<file path="src/rtl/freq_counter_multi.sv">
// Multi-channel frequency counter: per-channel edge counts over a programmable gate, snapshotted and read out bit-serially.
// Define FREQ_SATURATE_EN for saturating counters with per-channel overflow flags appended to the readout vector.
module freq_counter_multi #(
  parameter int CHANNELS = 4,
  parameter int CNT_W    = 32,
  parameter int DIV_W    = 26
) (
  input  logic                CLOCK,
  input  logic                shiftRst,
  input  logic [CHANNELS-1:0] sample,
  input  logic [DIV_W-1:0]    gate_len,
  input  logic                shift_load,
  input  logic                shift_en,
  output logic                ser_out,
  output logic                shift_busy,
  output logic                snap_valid
);

`ifdef FREQ_SATURATE_EN
  localparam int SR_W = CHANNELS * CNT_W + CHANNELS;
`else
  localparam int SR_W = CHANNELS * CNT_W;
`endif
  localparam int IDX_W = $clog2(SR_W + 1);

  logic [CHANNELS-1:0] syncA, syncB, syncPrev, edgeHit;
  logic [DIV_W-1:0]    timer, termCount;
  logic                gateEnd;
  logic [CHANNELS-1:0][CNT_W-1:0] cnt, cntNext, snap;
  logic [SR_W-1:0]     snapVec, shreg;
  logic [IDX_W-1:0]    bitIdx;
`ifdef FREQ_SATURATE_EN
  logic [CHANNELS-1:0] ovf, ovfNext, snapOvf;
  logic [CNT_W:0]      sum;
`endif

  always_ff @(posedge CLOCK or posedge shiftRst) begin
    if (shiftRst) begin
      syncA    <= '0;
      syncB    <= '0;
      syncPrev <= '0;
    end else begin
      syncA    <= sample;
      syncB    <= syncA;
      syncPrev <= syncB;
    end
  end

  assign edgeHit = syncB & ~syncPrev;

  // termCount is refreshed on every timer-0 cycle, so a new gate_len only applies from the next window
  assign gateEnd = (timer != '0) && (timer == termCount);

  always_ff @(posedge CLOCK or posedge shiftRst) begin
    if (shiftRst) begin
      timer      <= '0;
      termCount  <= '0;
      snap_valid <= 1'b0;
    end else begin
      if (timer == '0)
        termCount <= (gate_len == '0) ? DIV_W'(1) : gate_len;
      timer      <= gateEnd ? '0 : timer + DIV_W'(1);
      snap_valid <= gateEnd;
    end
  end

  always_comb begin
    cntNext = '0;
`ifdef FREQ_SATURATE_EN
    ovfNext = '0;
    sum     = '0;
`endif
    for (int i = 0; i < CHANNELS; i++) begin
`ifdef FREQ_SATURATE_EN
      sum        = {1'b0, cnt[i]} + (CNT_W + 1)'(edgeHit[i]);
      cntNext[i] = sum[CNT_W] ? {CNT_W{1'b1}} : sum[CNT_W-1:0];
      ovfNext[i] = ovf[i] | sum[CNT_W];
`else
      cntNext[i] = cnt[i] + CNT_W'(edgeHit[i]);
`endif
    end
  end

  // The terminal-cycle edge goes into the snapshot, and the counter restarts from zero
  always_ff @(posedge CLOCK or posedge shiftRst) begin
    if (shiftRst) begin
      cnt  <= '0;
      snap <= '0;
`ifdef FREQ_SATURATE_EN
      ovf     <= '0;
      snapOvf <= '0;
`endif
    end else if (gateEnd) begin
      cnt  <= '0;
      snap <= cntNext;
`ifdef FREQ_SATURATE_EN
      ovf     <= '0;
      snapOvf <= ovfNext;
`endif
    end else begin
      cnt <= cntNext;
`ifdef FREQ_SATURATE_EN
      ovf <= ovfNext;
`endif
    end
  end

`ifdef FREQ_SATURATE_EN
  assign snapVec = {snapOvf, snap};
`else
  assign snapVec = snap;
`endif

  // Zeros shift in from the top, so ser_out settles at 0 once every bit has gone out
  always_ff @(posedge CLOCK or posedge shiftRst) begin
    if (shiftRst) begin
      shreg      <= '0;
      bitIdx     <= '0;
      shift_busy <= 1'b0;
    end else if (shift_load) begin
      shreg      <= snapVec;
      bitIdx     <= '0;
      shift_busy <= 1'b1;
    end else if (shift_en && shift_busy) begin
      shreg  <= shreg >> 1;
      bitIdx <= bitIdx + IDX_W'(1);
      if (bitIdx == IDX_W'(SR_W - 1))
        shift_busy <= 1'b0;
    end
  end

  assign ser_out = shreg[0];

endmodule

</file>
<file path="config.mk">
export PLATFORM = sky130hd
export DESIGN_NAME = freq_counter_multi
export DESIGN_NICKNAME = d
export VERILOG_FILES = /design/src/rtl/freq_counter_multi.sv
export SDC_FILE = /design/constraint.sdc
export NUM_CORES = 1
export LEC_CHECK = 0
export CAP_MARGIN = 20
export CORE_MARGIN = 3
export CORE_UTILIZATION = 60
export CTS_BUF_LIST = sky130_fd_sc_hd__clkbuf_8
export CTS_CLUSTER_SIZE = 8
export DETAILED_ROUTE_END_ITERATION = 10
export PLACE_DENSITY = 0.82
export REMOVE_ABC_BUFFERS = 1
export SLEW_MARGIN = 10
export SYNTH_ARGS = -nofsm -noshare
export SYNTH_HDL_FRONTEND = slang
export SYNTH_SLANG_ARGS = --single-unit
</file>
<file path="constraint.sdc">
create_clock -name CLOCK -period 36.2 [get_ports CLOCK]
set_input_delay 5.43 -clock CLOCK [delete_from_list [all_inputs] [get_ports CLOCK]]
set_output_delay 5.43 -clock CLOCK [all_outputs]
set_load 0.02 [all_outputs]
</file>
# Word-level counts from Yosys, hierarchy flattened
# Index checks and enable logic that the tools add are counted.
[classes]
addsub = 6
n_eq_ne = 2
n_mux = 10
n_bitwise = 2
reduce_logical = 8
[ops]
columns = ["op", "n"]
rows = [
  ["$mux 128", 3],
  ["$add 32x1->32", 4],
  ["$logic_not 26->1", 2],
  ["$mux 26", 2],
  ["$add 26x1->26 const B", 1],
  ["$eq 26x26->1", 1],
  ["$reduce_bool 26->1", 1],
  ["$mux 8", 2],
  ["$add 8x1->8 const B", 1],
  ["$eq 8x7->1 const B", 1],
  ["$and 4x4->4", 1],
  ["$not 4->4", 1],
  ["$reduce_bool 2->1", 2],
  ["$mux 1", 3],
  ["$logic_and 1x1->1", 2],
  ["$reduce_and 2->1", 1],
]
[totals]
register_bits = 458
input_bits = 34
output_inout_bits = 3
elab_cells = 45

# Depth between registers and ports, before layout
# Gate-level depths: netlist (run 1).
[logic_depth]
word_depth = 4
mapped_depth = 13
ltp_nobuf = 8

# Least setup slack after synthesis (run 1)
# No wires, ideal clock.
[synth_timing]
path_kind = "input-to-reg"
startpoint = "input shift_en"
endpoint = "register shreg[0]"
setup_time_ns = 0.136
arrival_time_ns = 6.687
required_time_ns = 36.064
slack_ns = 29.377
cell_stages = 5
path_buffers = 2
cell_sequence = "nand2_1 > clkbuf_1 > clkbuf_1 > mux2i_1 > o21ai_0"
[synth_between]
elab_chain_cells = 2
[synth_lines]
columns = ["item", "line_no", "source"]
rows = [
  ["start: declaration", "13", "input logic shift_en,"],
  ["$logic_and 1x1->1", "124", "end else if (shift_en && shift_busy) begin"],
  ["$reduce_bool 2->1 (no source line)", "n/a", ""],
  ["end signal: assignment", "121", "shreg <= snapVec;"],
  ["end signal: assignment", "125", "shreg <= shreg >> 1;"],
  ["end: declaration", "30", "logic [SR_W-1:0] snapVec, shreg;"],
]
# No other way between the ends.
# A chain may end at the register's enable or synchronous reset.

# Final worst setup path (run 1)
[layout_timing]
startpoint = "input shift_en"
endpoint = "register shreg[110]"
# Same word-level chain as after synthesis.

==> results.cfg, run 1 <==
[detailed_routing]
first_iter_violations = 1025
drt-total-wl_um = 40300
antenna_left = 0
vias_per_cell = 5.83
drt_pass1_iterations = 6
remaining_drc_errors = 0
wl_per_cell_um = 16.7
dr_total_vias = 14100

[sta]
achievable-frequency_mhz = 125
timing.final.ws_setup_ns = 28.21
min_period_ns = 7.99
setup_viol = 0
tightest_slew_ns = 1.02
slew_headroom_pct = 31.4
fin_skew_ns = 0.0305
post-route-period-util_pct = 22.1
drv_slew = 0
hold_violations = 0
setup_tns_ns = 0
rsz0062_at_grt = false

[clocking]
path_clk_slew_ns = 0.05
cts_tree = built
ctsResizeCount = 0
cts_sinks = 458
root_buffer = clkbuf_8
hold_buffers = 0
numCtsBuffers = 75
clk_path_buf_depth = 3
cts_setup_buffers = 0
cts.htree.levels = 3
clkLatencyLatePin_ns = 0.62

[global_route]
antenna_found_initial = 0
grt_pass1_wl_um = 68700
grt_max_degree = 201
grt_pass1_vias = 14500
track_usage_pct = 22.7
grt_overflow = 0

[finish]
drive_gt1_share_pct = 9.53
final_area_um2 = 22400
fillers = 2428
finalNetCount = 1969
area_growth_pct = 9.35
antennaDiodeCount = 0

[die]
core.rowCount = 66
fp.dieW_um = 191
initial_core_util_pct = 61.9
io_pins = 37
dieArea_um2 = 36300
die_y_um = 191
fp.coreArea_um2 = 33000

[placed_design]
dp_slack_ns = 27.60
io_buffers = 36
placed_area_um2 = 21000
place_congestion = 0.811
hpwl_um = 23900

[synthesis]
syn_avg_cell_area_um2 = 10.7
syn_inst = 1912
ys_seq_elements = 458
synth_ff_type = dfrtp_1
ys_types = 37
ys_async_sr_fraction_pct = 100
yosysSeqAreaShare_pct = 56.0
synth-edff-count = 0
syn_area_um2 = 20500
yosys_warnings = 0

[worst_setup_path]
crit_slowest_cell = buf_4
path_class = in2reg
cp-start-kind = input port
cpMostUsedCell = buf_4
arrival_ns = 8.42
reg2reg_depth = 9
critPathRequiredTime_ns = 36.63
critical-path-max-stage-delay_ns = 0.81
r2r-start = timer[0]
cp_max_fo = 53
crit-reg2reg-capture = snap[55]
regToRegSetupSlack_ns = 31.80
crit_path_end_kind = register
worstPathCellList = clkdlybuf4s50_1 -> nand2_4 -> buf_4 -> buf_4 -> mux2i_1 -> o21ai_0

[power]
p_leak_uw = 0.0105
irDropWorstVdd_mv = 0.0355
power.total_uw = 1020
p_per_area_nw_per_um2 = 45.7

[flow_run]
drv_cap = 0

[worst_hold_path]
hold_start = syncA[1]
min_path_type = reg2reg
min_to = syncB[1]
min_path_cells = 0

[outcome]
status = complete, no violations
==> cell usage in the layout, fill, tap and decap left out, drive strengths merged, types with 51 or more instances in the layout <==
master,synthesis,layout
a21oi,64,64
a31oi,64,64
clkbuf,73,91
dfrtp,458,458
inv,17,51
mux2,66,66
mux2i,127,127
nand2,250,250
nand3,65,65
nand4,52,52
nor2,125,125
nor2b,71,71
o21ai,129,129
xnor2,115,115
xor2,60,60
==> where the power goes <==
part           leakage (µW)  switching (µW)  internal (µW)
clock network      0.000834             200            224
registers           0.00625            14.0            527
logic               0.00339            33.9           22.6
==> sequential cells by signal (all words and copies together) (netlist names) <==
signal / flops
termCount: 26
bitIdx: 8
syncPrev: 4
shift_busy: 1
syncA: 4
timer: 26
cnt: 128
snap_valid: 1
syncB: 4
snap: 128
shreg: 128
==> metal layers <==
| metal | up-vias | global-route usage, % | wire (µm) |
|---|---|---|---|
| li1 | 6629 | - | - |
| met1 | 7005 | 29.7 | 17300 |
| met2 | 350 | 38.0 | 20000 |
| met3 | 98 | 4.25 | 1860 |
| met4 | 0 | 8.47 | 1030 |
| met5 | - | 0 | 0 |
==> critical path: cells and delay by family <==
family          cells  cell delay, ns
simple gates        1            0.47
compound gates      1            0.12
buf+inv             3            2.05
mux                 1            0.30
==> final cells by class <==
class / count / area [µm²] / share of cell area, %
clock inverters: 37 / 160 / 0.716
clock buffers: 90 / 1240 / 5.54
multi-input cells: 1321 / 8390 / 37.5
inverters: 17 / 71.3 / 0.319
flip-flops and latches: 458 / 11500 / 51.2
repair buffers: 50 / 487 / 2.18
well taps: 442 / 553 / 2.47
==> how the worst max path moves through the flow <==
stage                      end      from  cells after the start
finish              shreg[110]  shift_en                      6
CTS                 shreg[110]  shift_en                      6
detailed placement   shreg[71]  shift_en                      6
global route         shreg[71]  shift_en                      6
global placement     shreg[71]  shift_en                      6
floorplan            bitIdx[0]  shiftRst                      1
==> kinds of logic (layout without fill, tap and decap cells) <==
kind of cell	count (synthesis)	after routing	synth area share [%]
buffers and inverters	133	194	3.05
AO/OA/AOI/OAI	260	260	6.80
AND/OR/NAND/NOR	681	681	16.0
multiplexers	193	193	9.85
flip-flops	458	458	56.0
adder cells (fa/ha/maj)	12	12	0.734
XOR/XNOR	175	175	7.49
==> synthesized netlist by cell type (3+ instances only) <==
cell type  instances  area share (%)
or3_1              3           0.092
clkbuf_1          73             1.3
a21oi_1           64             1.6
xnor2_1          115             4.9
mux2_2            66             3.6
or2_2              3           0.092
mux2i_1          127             6.2
buf_6              7            0.39
a31oi_1           64             2.0
nor2_1           125             2.3
or4_1              6            0.22
buf_4             15            0.55
nor3_1            29            0.71
and3_1            20            0.61
ha_1              12            0.73
and4_1            16            0.69
o21ai_0          129             3.2
nor4_2             3            0.18
buf_1              8            0.15
nor4_1            28            0.86
nand4_1           52             1.6
buf_2             13            0.32
dfrtp_1          458              56
and2_1             5            0.15
inv_1             17            0.31
nand2_1          250             4.6
xor2_1            60             2.6
nand3_1           65             1.6
nor2b_1           71             2.2
==> metrics by stage <==
stage | hold WS (ns) | std cells | utilization (%)
floorplan | 0.331 | 1796 | -
global placement | 0.332 | 2285 | 63.4
detailed placement | 0.336 | 2286 | 63.4
CTS | 0.345 | 2413 | 67.7
global route | 0.350 | 2415 | 67.7
finish | 0.345 | 2415 | 67.7
No activity file was read; power rests on OpenSTA's default activity.
==> run 2, diff against run 1 <==
Clock period 36.2 ns to 7.4 ns, I/O delays scaled along.
==> run 2 against run 1 <==
Net effect: via count down 0.91%; core utilization up 0.11 points; clock skew down 0.011 ns; register-to-register slack worse by 28 ns; wire length down 1.9%; worst setup slack worse by 25 ns; sequential power rose to 4.9 times the previous value; clock power rose to 4.9 times the previous value; critical path depth up 1; combinational power rose to 4.8 times the previous value; clock-buffer cell count unchanged.
==> results.cfg, run 2 (synthesis results as in run 1) <==
[detailed_routing]
vias_per_cell = 5.79
wl_per_cell_um = 16.4
drt-total-wl_um = 39500
first_iter_violations = 897
remaining_drc_errors = 0
drt_pass1_iterations = 5
antenna_left = 0
dr_total_vias = 14000

[power]
p_comb_share_pct = 5.5
p_sw_uw = 1180
p_int_uw = 3810
p_per_area_nw_per_um2 = 223
sw_frac_of_total_pct = 23.6
p_leak_uw = 0.0105
clkPwrFrac_pct = 41.5
irDropWorstVdd_mv = 0.128
seqPwrFrac_pct = 53.1

[worst_setup_path]
crit_path_end_kind = register
cp-start-kind = register
crit_slowest_cell = buf_4
critical_path.top_delay_family = buffers and inverters
path_class = reg2reg
crit_buf_inv = 2
arrival_ns = 4.19
critPathRequiredTime_ns = 7.88
cpMostUsedCell = buf_4
worstPathCellList = xnor2_1 -> nand4_1 -> nor4_4 -> buf_4 -> and3_4 -> buf_4 -> mux2_2
critical-path-max-stage-delay_ns = 0.76
cp_max_fo = 81

[sta]
achievable-frequency_mhz = 270
fin_skew_ns = 0.0199
tightest_slew_ns = 1.10
slew_headroom_pct = 25.9
rsz0062_at_grt = false
timing.hold.ws_ns = 0.352
min_period_ns = 3.71
drv_slew = 0
post-route-period-util_pct = 50.1
setup_viol = 0
timing.final.ws_setup_ns = 3.69
hold_violations = 0

[placed_design]
io_buffers = 36
dp_slack_ns = 3.65
place_inst = 2286
hpwl_um = 23600
place_congestion = 0.846
placed_area_um2 = 21000

[global_route]
antenna_found_initial = 0
track_usage_pct = 22.5
grt_pass1_wl_um = 68300
grt_pass1_vias = 14300
grt_overflow = 0
grt_max_degree = 167

[finish]
final_cell_count_no_fill = 2409
area_growth_pct = 9.53
final_common_cell = dfrtp_1
finalNetCount = 1970
most-common-layout-cells = dfrtp_1, nand2_1, o21ai_0
largestRegisters = cnt (128), shreg (128), snap (128)
final_util_pct = 67.8
final_area_um2 = 22400
antennaDiodeCount = 0
drive_gt1_share_pct = 9.66

[die]
die_y_um = 191
fp.dieW_um = 191
core.rowCount = 66
initial_core_util_pct = 61.9
fp.coreArea_um2 = 33000
dieArea_um2 = 36300
io_pins = 37

[clocking]
hold_buffers = 0
cts_setup_buffers = 0
cts.htree.levels = 3
numCtsBuffers = 74
clk_path_buf_depth = 3
cts_tree = built
path_clk_slew_ns = 0.06
root_buffer = clkbuf_8
clkLatencyLatePin_ns = 0.61
cts_sinks = 458
ctsResizeCount = 0

[worst_hold_path]
min_path_type = reg2reg

[flow_run]
drv_cap = 0

[outcome]
status = complete, no violations
run 2: cell type report:
type                    count  area, µm²
clock buffers              90       1240
fillers                  2474      10600
flip-flops and latches    458      11500
inverters                  17       71.3
multi-input cells        1321       8390
clock inverters            29        146
repair buffers             52        537
well taps                 442        553
run 2: worst paths after layout:
path                       slack, ns     start             to  cells past startpoint
setup / recovery                3.69  timer[0]       snap[97]                      7
hold / removal                  0.35  syncA[1]       syncB[1]                      0
setup reg to reg                3.69  timer[0]       snap[97]                      7
hold reg to reg                 0.35  syncA[1]       syncB[1]                      0
max in group asynchronous       4.91  shiftRst  termCount[14]                      3
min in group asynchronous       1.10  shiftRst        snap[9]                      2
run 2: power by group through the flow:
stage	Clock [µW]	Sequential (µW)	Combinational (µW)
2_1_floorplan	0	2680	201
3_3_place_gp	0	2680	263
3_5_place_dp	0	2690	276
4_1_cts	2120	2650	278
5_1_grt	2230	2650	310
6_report	2070	2650	273
run 2: through the flow:
stage	TNS (ns)	power [µW]
final	0	4980
after CTS	0	5040
after detailed placement	0	2960
after floorplan	-3432.24	2880
after global routing	0	5190
after global placement	0	2950
run 2: per-layer routing:
| metal | global-route usage, % | share of wire (%) | up-vias |
|---|---|---|---|
| li1 | - | - | 6610 |
| met5 | 0 | 0 | - |
| met2 | 37.3 | 49 | 267 |
| met3 | 4.15 | 3.8 | 88 |
| met1 | 30.2 | 45 | 6989 |
| met4 | 7.65 | 2.5 | 0 |
==> run 3, diff against run 2 <==
Settings changed: CORE_UTILIZATION 60 to 58, PLACE_DENSITY 0.82 to 0.83.
Clock period 7.4 ns to 3.13 ns, I/O delays scaled along.
==> run 3 against run 2 <==
Net effect: clock power increased by 140%; first-iteration DRC count up 19%; sequential power grew 140%; register-to-register slack worse by 3.2 ns; critical path type unchanged; largest cell class unchanged.
==> results.cfg, run 3 (synthesis results as in run 1) <==
[sta]
rsz0062_at_grt = false
timing.final.ws_setup_ns = 0.467
slew_headroom_pct = 33.3
tightest_slew_ns = 1.00
setup_tns_ns = 0
hold_violations = 0
drv_slew = 0
setup_viol = 0
post-route-period-util_pct = 85.1
min_period_ns = 2.66
achievable-frequency_mhz = 375
fin_skew_ns = 0.0251

[placed_design]
dp_slack_ns = 0.524
io_buffers = 36
place_congestion = 0.856
place_inst = 2318
placed_area_um2 = 21200
hpwl_um = 24000

[finish]
finalNetCount = 1988
antennaDiodeCount = 0
largestRegisters = cnt (128), shreg (128), snap (128)
drive_gt1_share_pct = 10.7
final_util_pct = 65.4
most-common-layout-cells = dfrtp_1, nand2_1, o21ai_0
final_common_cell = dfrtp_1
final_cell_count_no_fill = 2437
final_area_um2 = 22600
area_growth_pct = 10.7

[worst_setup_path]
arrival_ns = 3.12
critical_path.top_delay_family = simple AND/OR/NAND/NOR gates
cp_max_fo = 35
critical-path-max-stage-delay_ns = 0.54
crit_cells = 6
path_class = reg2reg
endpoint = snap[89]
cp-start-kind = register
crit-reg2reg-capture = snap[89]
critPathLaunch = timer[2]
crit_slowest_cell = and3_4
reg2reg_depth = 6
critPathRequiredTime_ns = 3.59
crit_buf_inv = 1
regToRegSetupSlack_ns = 0.47
worstPathCellList = xnor2_1 -> nand4_1 -> nor4_4 -> and3_4 -> buf_4 -> mux2_2
r2r-start = timer[2]
crit_path_end_kind = register

[detailed_routing]
antenna_left = 0
wl_per_cell_um = 16.2
vias_per_cell = 5.78
remaining_drc_errors = 0
dr_total_vias = 14100
drt-total-wl_um = 39500
first_iter_violations = 1070
drt_pass1_iterations = 5

[power]
p_leak_uw = 0.0106
p_per_area_nw_per_um2 = 527
irDropWorstVdd_mv = 0.286

[global_route]
grt_pass1_vias = 14600
grt_pass1_wl_um = 69500
grt_overflow = 0
track_usage_pct = 21.4
grt_max_degree = 94
antenna_found_initial = 0

[die]
fp.coreArea_um2 = 34600
initial_core_util_pct = 59.1
dieArea_um2 = 37500
fp.dieW_um = 194
io_pins = 37
core.rowCount = 68
die_y_um = 194

[clocking]
cts.htree.levels = 3
hold_buffers = 0
path_clk_slew_ns = 0.06
ctsResizeCount = 0
clkLatencyLatePin_ns = 0.60
root_buffer = clkbuf_8
cts_setup_buffers = 0
cts_sinks = 458
cts_tree = built
clk_path_buf_depth = 3
numCtsBuffers = 77

[outcome]
status = complete, no violations

[flow_run]
drv_cap = 0

[worst_hold_path]
min_path_type = in2async
[run 3: worst min-delay path by stage]
| stage | to | slack [ns] | startpoint | cells after the start |
|---|---|---|---|---|
| finish | shreg[0] | 0.32 | shiftRst | 2 |
| global route | syncA[2] | 0.29 | sample[2] | 1 |
| CTS | syncA[1] | 0.29 | sample[1] | 1 |
| detailed placement | syncB[3] | 0.34 | syncA[3] | 0 |
| global placement | syncB[2] | 0.34 | syncA[2] | 0 |
| floorplan | syncB[0] | 0.33 | syncA[0] | 0 |
[run 3: report_power, final]
| group | switching (µW) | internal (µW) |
|---|---|---|
| registers | 164 | 6090 |
| clock network | 2280 | 2710 |
| logic | 407 | 280 |
| total | 2850 | 9090 |
[run 3: routing by layer]
metal / track usage (%) / vias to the layer above / wire length (µm)
met3: 4.12 / 79 / 1770
met5: 0 / - / 0
met1: 29.1 / 7032 / 17700
met2: 35.2 / 323 / 19300
li1: - / 6647 / -
met4: 7.07 / 0 / 715
[run 3: final cells by class]
| class | instances | area, µm² |
|---|---|---|
| fill | 2522 | 12000 |
| timing repair buffer | 67 | 719 |
| inverter | 17 | 71.3 |
| clock inverter | 27 | 154 |
| multi-input combinational | 1321 | 8390 |
| clock buffer | 92 | 1270 |
| sequential | 458 | 11500 |
| tap | 455 | 569 |
[run 3: stage by stage]
step	total power [µW]	hold slack [ns]
2_1_floorplan	6800	0.331
3_3_place_gp	7000	0.336
3_5_place_dp	7040	0.344
4_1_cts	12100	0.295
5_1_grt	12400	0.289
6_report	11900	0.318
